**config.mk**
```make
export PLATFORM = sky130hd
export DESIGN_NAME = uart_frame_responder
export DESIGN_NICKNAME = d
export VERILOG_FILES = /design/src/rtl/uart_frame_responder.sv
export SDC_FILE = /design/constraint.sdc
export NUM_CORES = 1
export LEC_CHECK = 0
export ABC_AREA = 1
export BUFFER_PORTS_ARGS = -buffer_cell sky130_fd_sc_hd__buf_2
export CORE_MARGIN = 2
export CORE_UTILIZATION = 58
export CTS_BUF_LIST = sky130_fd_sc_hd__clkbuf_4 sky130_fd_sc_hd__clkbuf_8 sky130_fd_sc_hd__clkbuf_16
export DETAILED_ROUTE_END_ITERATION = 10
export MAX_ROUTING_LAYER = met4
export PLACE_DENSITY = 0.8
export SYNTH_ARGS = -nofsm -noshare
export SYNTH_HDL_FRONTEND = slang
export SYNTH_SLANG_ARGS = --single-unit
```
**constraint.sdc**
```tcl
create_clock -name i_clk -period 2.4 [get_ports i_clk]
set_clock_uncertainty 0.1 [all_clocks]
set_input_delay 0.12 -clock i_clk [delete_from_list [all_inputs] [get_ports i_clk]]
set_output_delay 0.12 -clock i_clk [all_outputs]
set_load 0.005 [all_outputs]
```
**src/rtl/uart_frame_responder.sv**
```systemverilog
// Register-access responder for a byte-oriented UART link: parses SOF/CMD/ADDR/DATA/CHK
// request frames from the RX FIFO, drives a small register bus and answers with SOF/STATUS/RDATA.
module uart_frame_responder #(
  parameter int unsigned TIMEOUT_CYCLES = 100_000,
  parameter logic [7:0]  REQ_SOF        = 8'hA5,
  parameter logic [7:0]  RSP_SOF        = 8'h5A
) (
  input  logic       i_clk,
  input  logic       i_arst,
  input  logic [7:0] i_rx_data,
  input  logic       i_rx_valid,
  output logic       o_rx_rd,
  input  logic       i_tx_rdy,
  output logic       o_tx_wr,
  output logic [7:0] o_tx_data,
  output logic       o_bus_wr,
  output logic       o_bus_rd,
  output logic [3:0] o_bus_addr,
  output logic [7:0] o_bus_wdata,
  input  logic [7:0] i_bus_rdata,
  output logic       o_busy,
  output logic [7:0] o_err_cnt
);

  localparam int CNT_W = (TIMEOUT_CYCLES > 2) ? $clog2(TIMEOUT_CYCLES) : 1;
  localparam logic [CNT_W-1:0] CNT_LAST = CNT_W'(TIMEOUT_CYCLES - 1);

  localparam logic [7:0] CMD_WR     = 8'h01;
  localparam logic [7:0] CMD_RD     = 8'h02;
  localparam logic [7:0] ST_OK      = 8'h00;
  localparam logic [7:0] ST_BAD_CHK = 8'h01;
  localparam logic [7:0] ST_BAD_CMD = 8'h02;

  typedef enum logic [3:0] {
    IDLE     = 4'd0,
    GET_CMD  = 4'd1,
    GET_ADDR = 4'd2,
    GET_DATA = 4'd3,
    GET_CHK  = 4'd4,
    EXEC     = 4'd5,
    BUS_WAIT = 4'd6,
    TX_SOF   = 4'd7,
    TX_STAT  = 4'd8,
    TX_DATA  = 4'd9
  } state_t;

  function automatic logic [7:0] frame_chk(input logic [7:0] cmd, input logic [7:0] addr,
                                           input logic [7:0] data);
    return cmd ^ addr ^ data;
  endfunction

  function automatic logic [7:0] sat_inc(input logic [7:0] value);
    return (value == 8'hFF) ? value : value + 8'd1;
  endfunction

  state_t           state_r;
  state_t           state_s;
  logic             gap_r;
  logic [CNT_W-1:0] cnt_r;
  logic [7:0]       cmd_r;
  logic [7:0]       addr_r;
  logic [7:0]       data_r;
  logic [7:0]       chk_r;
  logic [7:0]       status_r;
  logic [7:0]       rdata_r;
  logic [7:0]       err_r;

  logic             payload_s;
  logic             timeout_s;
  logic             rx_take_s;
  logic             tx_take_s;
  logic             rx_pop_s;
  logic             tx_push_s;
  logic             bus_wr_s;
  logic             bus_rd_s;
  logic             frame_err_s;
  logic [7:0]       exec_status_s;
  logic [7:0]       tx_byte_s;

  // Next-state decode, FIFO/bus strobes and frame evaluation
  always_comb begin
    state_s       = state_r;
    rx_pop_s      = 1'b0;
    tx_push_s     = 1'b0;
    bus_wr_s      = 1'b0;
    bus_rd_s      = 1'b0;
    frame_err_s   = 1'b0;
    exec_status_s = ST_OK;
    tx_byte_s     = 8'h00;
    payload_s     = (state_r == GET_CMD) || (state_r == GET_ADDR) ||
                    (state_r == GET_DATA) || (state_r == GET_CHK);
    // Strobes stay quiet during reset and for one gap cycle after each handshake
    rx_take_s     = i_rx_valid && !gap_r && !i_arst;
    tx_take_s     = i_tx_rdy && !gap_r && !i_arst;
    if (payload_s && (cnt_r == CNT_LAST)) begin
      timeout_s = 1'b1;
    end else begin
      timeout_s = 1'b0;
    end

    case (state_r)
      IDLE: begin
        if (rx_take_s) begin
          rx_pop_s = 1'b1;
          if (i_rx_data == REQ_SOF) begin
            state_s = GET_CMD;
          end else begin
            state_s = IDLE;
          end
        end else begin
          state_s = IDLE;
        end
      end
      GET_CMD, GET_ADDR, GET_DATA, GET_CHK: begin
        if (timeout_s) begin
          state_s = IDLE;
        end else if (rx_take_s) begin
          rx_pop_s = 1'b1;
          case (state_r)
            GET_CMD:  state_s = GET_ADDR;
            GET_ADDR: state_s = GET_DATA;
            GET_DATA: state_s = GET_CHK;
            default:  state_s = EXEC;
          endcase
        end else begin
          state_s = state_r;
        end
      end
      EXEC: begin
        // Checksum takes priority over command decoding
        if (frame_chk(cmd_r, addr_r, data_r) != chk_r) begin
          exec_status_s = ST_BAD_CHK;
          frame_err_s   = 1'b1;
          state_s       = TX_SOF;
        end else if (cmd_r == CMD_WR) begin
          bus_wr_s = 1'b1;
          state_s  = TX_SOF;
        end else if (cmd_r == CMD_RD) begin
          bus_rd_s = 1'b1;
          state_s  = BUS_WAIT;
        end else begin
          exec_status_s = ST_BAD_CMD;
          frame_err_s   = 1'b1;
          state_s       = TX_SOF;
        end
      end
      BUS_WAIT: begin
        state_s = TX_SOF;
      end
      TX_SOF: begin
        tx_byte_s = RSP_SOF;
        if (tx_take_s) begin
          tx_push_s = 1'b1;
          state_s   = TX_STAT;
        end else begin
          state_s = TX_SOF;
        end
      end
      TX_STAT: begin
        tx_byte_s = status_r;
        if (tx_take_s) begin
          tx_push_s = 1'b1;
          state_s   = TX_DATA;
        end else begin
          state_s = TX_STAT;
        end
      end
      TX_DATA: begin
        tx_byte_s = rdata_r;
        if (tx_take_s) begin
          tx_push_s = 1'b1;
          state_s   = IDLE;
        end else begin
          state_s = TX_DATA;
        end
      end
      default: begin
        state_s = IDLE;
      end
    endcase
  end

  // State, handshake gap, inter-byte timer, frame fields and error counter
  always_ff @(posedge i_clk or posedge i_arst) begin
    if (i_arst) begin
      state_r  <= IDLE;
      gap_r    <= 1'b0;
      cnt_r    <= '0;
      cmd_r    <= 8'h00;
      addr_r   <= 8'h00;
      data_r   <= 8'h00;
      chk_r    <= 8'h00;
      status_r <= 8'h00;
      rdata_r  <= 8'h00;
      err_r    <= 8'h00;
    end else begin
      state_r <= state_s;
      gap_r   <= rx_pop_s || tx_push_s;

      if (!payload_s || rx_pop_s || timeout_s) begin
        cnt_r <= '0;
      end else if (!i_rx_valid) begin
        cnt_r <= cnt_r + CNT_W'(1);
      end else begin
        cnt_r <= cnt_r;
      end

      if (rx_pop_s) begin
        case (state_r)
          GET_CMD:  cmd_r  <= i_rx_data;
          GET_ADDR: addr_r <= i_rx_data;
          GET_DATA: data_r <= i_rx_data;
          GET_CHK:  chk_r  <= i_rx_data;
          default:  cmd_r  <= cmd_r;
        endcase
      end

      if (state_r == EXEC) begin
        status_r <= exec_status_s;
        rdata_r  <= 8'h00;
      end else if (state_r == BUS_WAIT) begin
        rdata_r <= i_bus_rdata;
      end else begin
        rdata_r <= rdata_r;
      end

      if (timeout_s || frame_err_s) begin
        err_r <= sat_inc(err_r);
      end else begin
        err_r <= err_r;
      end
    end
  end

  assign o_rx_rd     = rx_pop_s;
  assign o_tx_wr     = tx_push_s;
  assign o_tx_data   = tx_byte_s;
  assign o_bus_wr    = bus_wr_s;
  assign o_bus_rd    = bus_rd_s;
  assign o_bus_addr  = addr_r[3:0];
  assign o_bus_wdata = data_r;
  assign o_busy      = (state_r != IDLE);
  assign o_err_cnt   = err_r;

endmodule

```
==> metrics.yaml <==
synthesis:
  avgSynthCellArea_um2: 7.394
  yosysMostFrequentCell: "nand2_1"
  synth_common_cells: "nand2_1 (170), inv_1 (78), dfrtp_1 (72)"
  synthesis.instances: 563
  netlist.area_leader.share_pct: 43.28
  yosys_warnings: 0
  yosys.area.top_type: "dfrtp_1"
  synth-seq-cells: 72
  synth_edf_count: 0
  ys.flop_type: "dfrtp_1"
  yosysSeqAreaShare_pct: 43.28
  synth_nets: 585
  async_flop_share_pct: 100.0
  yosysUniqueCellTypes: 28
  syn_area_mm2: 0.004163
  yosys-top-cells-area: "dfrtp_1 (43%), nand2_1 (15%), inv_1 (7.0%)"
timing:
  max_clock_freq_mhz: 449.0
  tightest_slew_ps: 509.9
  drv_slew: 0
  slew_headroom_pct: 65.97
  setup_viol_count_final: 0
  rsz0062_at_grt: "false"
  hold_viol_final: 0
  fin_setup_tns_ps: 0
  min_period_ps: 2227
  holdWs_ps: 8.251
  fin_crit_sh_pct: 92.80
  fin_ws_ps: 172.7
power_and_ir_drop:
  vdd_ir_drop_max_mv: 0.6350
  p_switching_mw: 2.252
  leakage_nw: 2.603
  p_sw_share_pct: 42.41
  combPwrFrac_pct: 44.0
  power_mw: 5.310
  seqPwrFrac_pct: 37.2
  powerDensity_mw_per_mm2: 1092
  p_int_mw: 3.058
  pwr-share-clk_pct: 18.8
floorplan:
  die_area_mm2: 0.007871
  ioPinCount: 53
  die_height_um: 88.72
  fp.coreArea_mm2: 0.006869
  fp.dieW_um: 88.72
  rows: 30
  initial_core_util_pct: 60.60
layout:
  final_nets: 657
  fillers: 558
  design_area_mm2: 0.004865
  final_util_pct: 70.82
  layout.cells.non_filler: 736
  antennaDiodeCount: 0
  syn2layout_area_growth_pct: 16.86
  drive_gt1_share_pct: 18.13
flow_run:
  drv_cap: 0
clock_network:
  cts_made_buffers: 9
  cts-root-buf: "clkbuf_8"
  clkLatencyLatePin_ps: 350
  postCtsSetupRepairBufs: 0
  cts_tree: "built"
  clkTransAtPathRegs_ps: 70
  clk_path_buf_depth: 2
  cts.sinks: 72
  htree_num_levels: 3
worst_setup_path:
  rrSetupSlack_ps: 290
  setup.worst_path.start_class: "register"
  worst_setup_path_end_kind: "output pin"
  r2r_start: "cnt_r[0]"
  crit_path_max_incr_delay_ps: 420
  crit_arrival_ps: 2010
  reg2reg_to: "cmd_r[6]"
  cpLargestDelayFamily: "simple AND/OR/NAND/NOR gates"
  critPathKind: "reg2out"
  slowest_stage: "dfrtp_1"
  crit_top_cell: "inv_1"
  path_cells: "inv_1 > nand2_1 > nor2_1 > inv_1 > nor3_1 > buf_2"
  critPathRequiredTime_ps: 2180
  reg2reg_depth: 9
  path_buf_inv: 3
  cp_max_fo: 13
route:
  wirelength_um: 9068
  ant_nets: 0
  wire_per_inst_um: 12.32
  firstDrtPassIters: 5
  routed_via_density: 5.181
  drc: 0
  drtIter0Drc: 187
  vias: 3813
grt:
  grt_pass1_wl_um: 14900
  grt_max_degree: 37
  antenna_found_initial: 0
  grt-ovfl-total: 0
  grt_pass1_vias: 3413
  grt_use_total_pct: 25.12
placed_design:
  globalplace.congestion: 0.8955
  dp.final_hpwl_um: 6544
  place_ws_ps: 311.3
  placed_area_mm2: 0.004498
  port_buffers: 52
  placedCellCount: 704
hold_path:
  hp-class: "in2reg"
  hold_path_end: "state_r[3]"
  min-delay-start: "i_tx_rdy"
  hold_depth: 3
status:
  status: "finished, final reports clean"
[worst reg2reg max path, cell delays in order (launching register included)]
cell	delay [ps]
dfrtp_1	400
ha_1	240
nand4_1	110
nor2_1	50
nand2_1	150
nand2_4	90
o21ai_4	380
nand2_4	250
nor2_1	180
a21oi_2	40
[state kept, by name, indices dropped and copies added, names as in the netlist]
name	cells
cnt_r	17
status_r	2
o_bus_wdata	8
gap_r	1
chk_r	8
addr_r	8
state_r	4
o_err_cnt	8
rdata_r	8
cmd_r	8
[layer usage]
layer	GRT usage [%]	up-vias	share of wire, %
li1	-	1909	-
met1	31.61	1785	45
met2	39.08	94	48
met3	5.317	25	4.7
met4	11.16	0	2.6
met5	-	-	0
[power groups by stage]
| stage | clock (mW) | combinational, mW | sequential, mW |
|---|---|---|---|
| after detailed placement | 0 | 2.32 | 1.98 |
| after global placement | 0 | 2.23 | 1.96 |
| after global routing | 1.07 | 2.67 | 2.03 |
| after floorplan | 0 | 1.83 | 1.92 |
| final | 0.999 | 2.33 | 1.98 |
| after CTS | 1.01 | 2.35 | 1.97 |
[placed cells by master, fill, tap and decap left out, types with 6 or more instances in the layout]
master,n
a21oi_2,20
buf_2,52
clkbuf_8,11
dfrtp_1,72
dlygate4sd3_1,16
inv_1,77
nand2_1,170
nand3_1,44
nand4_1,8
nor2_1,68
nor3_1,17
o21ai_0,22
o21ai_2,8
xnor2_1,6
xor2_1,12
[logic make-up (layout without fill, tap and decap cells)]
| family | count (synthesis) | after routing | synth area share, % |
|---|---|---|---|
| simple gates | 321 | 321 | 32.82 |
| buf+inv | 92 | 169 | 9.408 |
| flops | 72 | 72 | 43.28 |
| compound gates | 58 | 58 | 10.10 |
| xor+xnor | 18 | 18 | 3.787 |
| fa+ha+maj | 2 | 2 | 0.6010 |
[layout make-up]
type	instances	area, µm²	share of cell area (%)
multi-input combinational	399	1969	40.48
sequential	72	1802	37.04
timing repair buffer	72	462.9	9.516
inverter	81	304.0	6.250
clock buffer	13	166.4	3.421
tap	96	120.1	2.469
clock inverter	3	40.04	0.8230
[worst max path at each step]
| stage | from | cells past startpoint | slack, ps | endpoint |
|---|---|---|---|---|
| 2_1_floorplan | i_arst | 1 | 360 | addr_r[0] |
| 3_3_place_gp | cnt_r[0] | 9 | 370 | cmd_r[7] |
| 3_5_place_dp | cnt_r[0] | 9 | 310 | addr_r[5] |
| 4_1_cts | state_r[1] | 6 | 190 | o_bus_wr |
| 5_1_grt | cnt_r[1] | 8 | 20 | cnt_r[10] |
| 6_report | state_r[1] | 6 | 170 | o_bus_rd |
[repair_timing]
action,CTS,global route
resized for setup,0,0
hold buffers,16,0
hold endpoints to repair,82,0
Note: power is estimated with default switching activity, not from simulation.
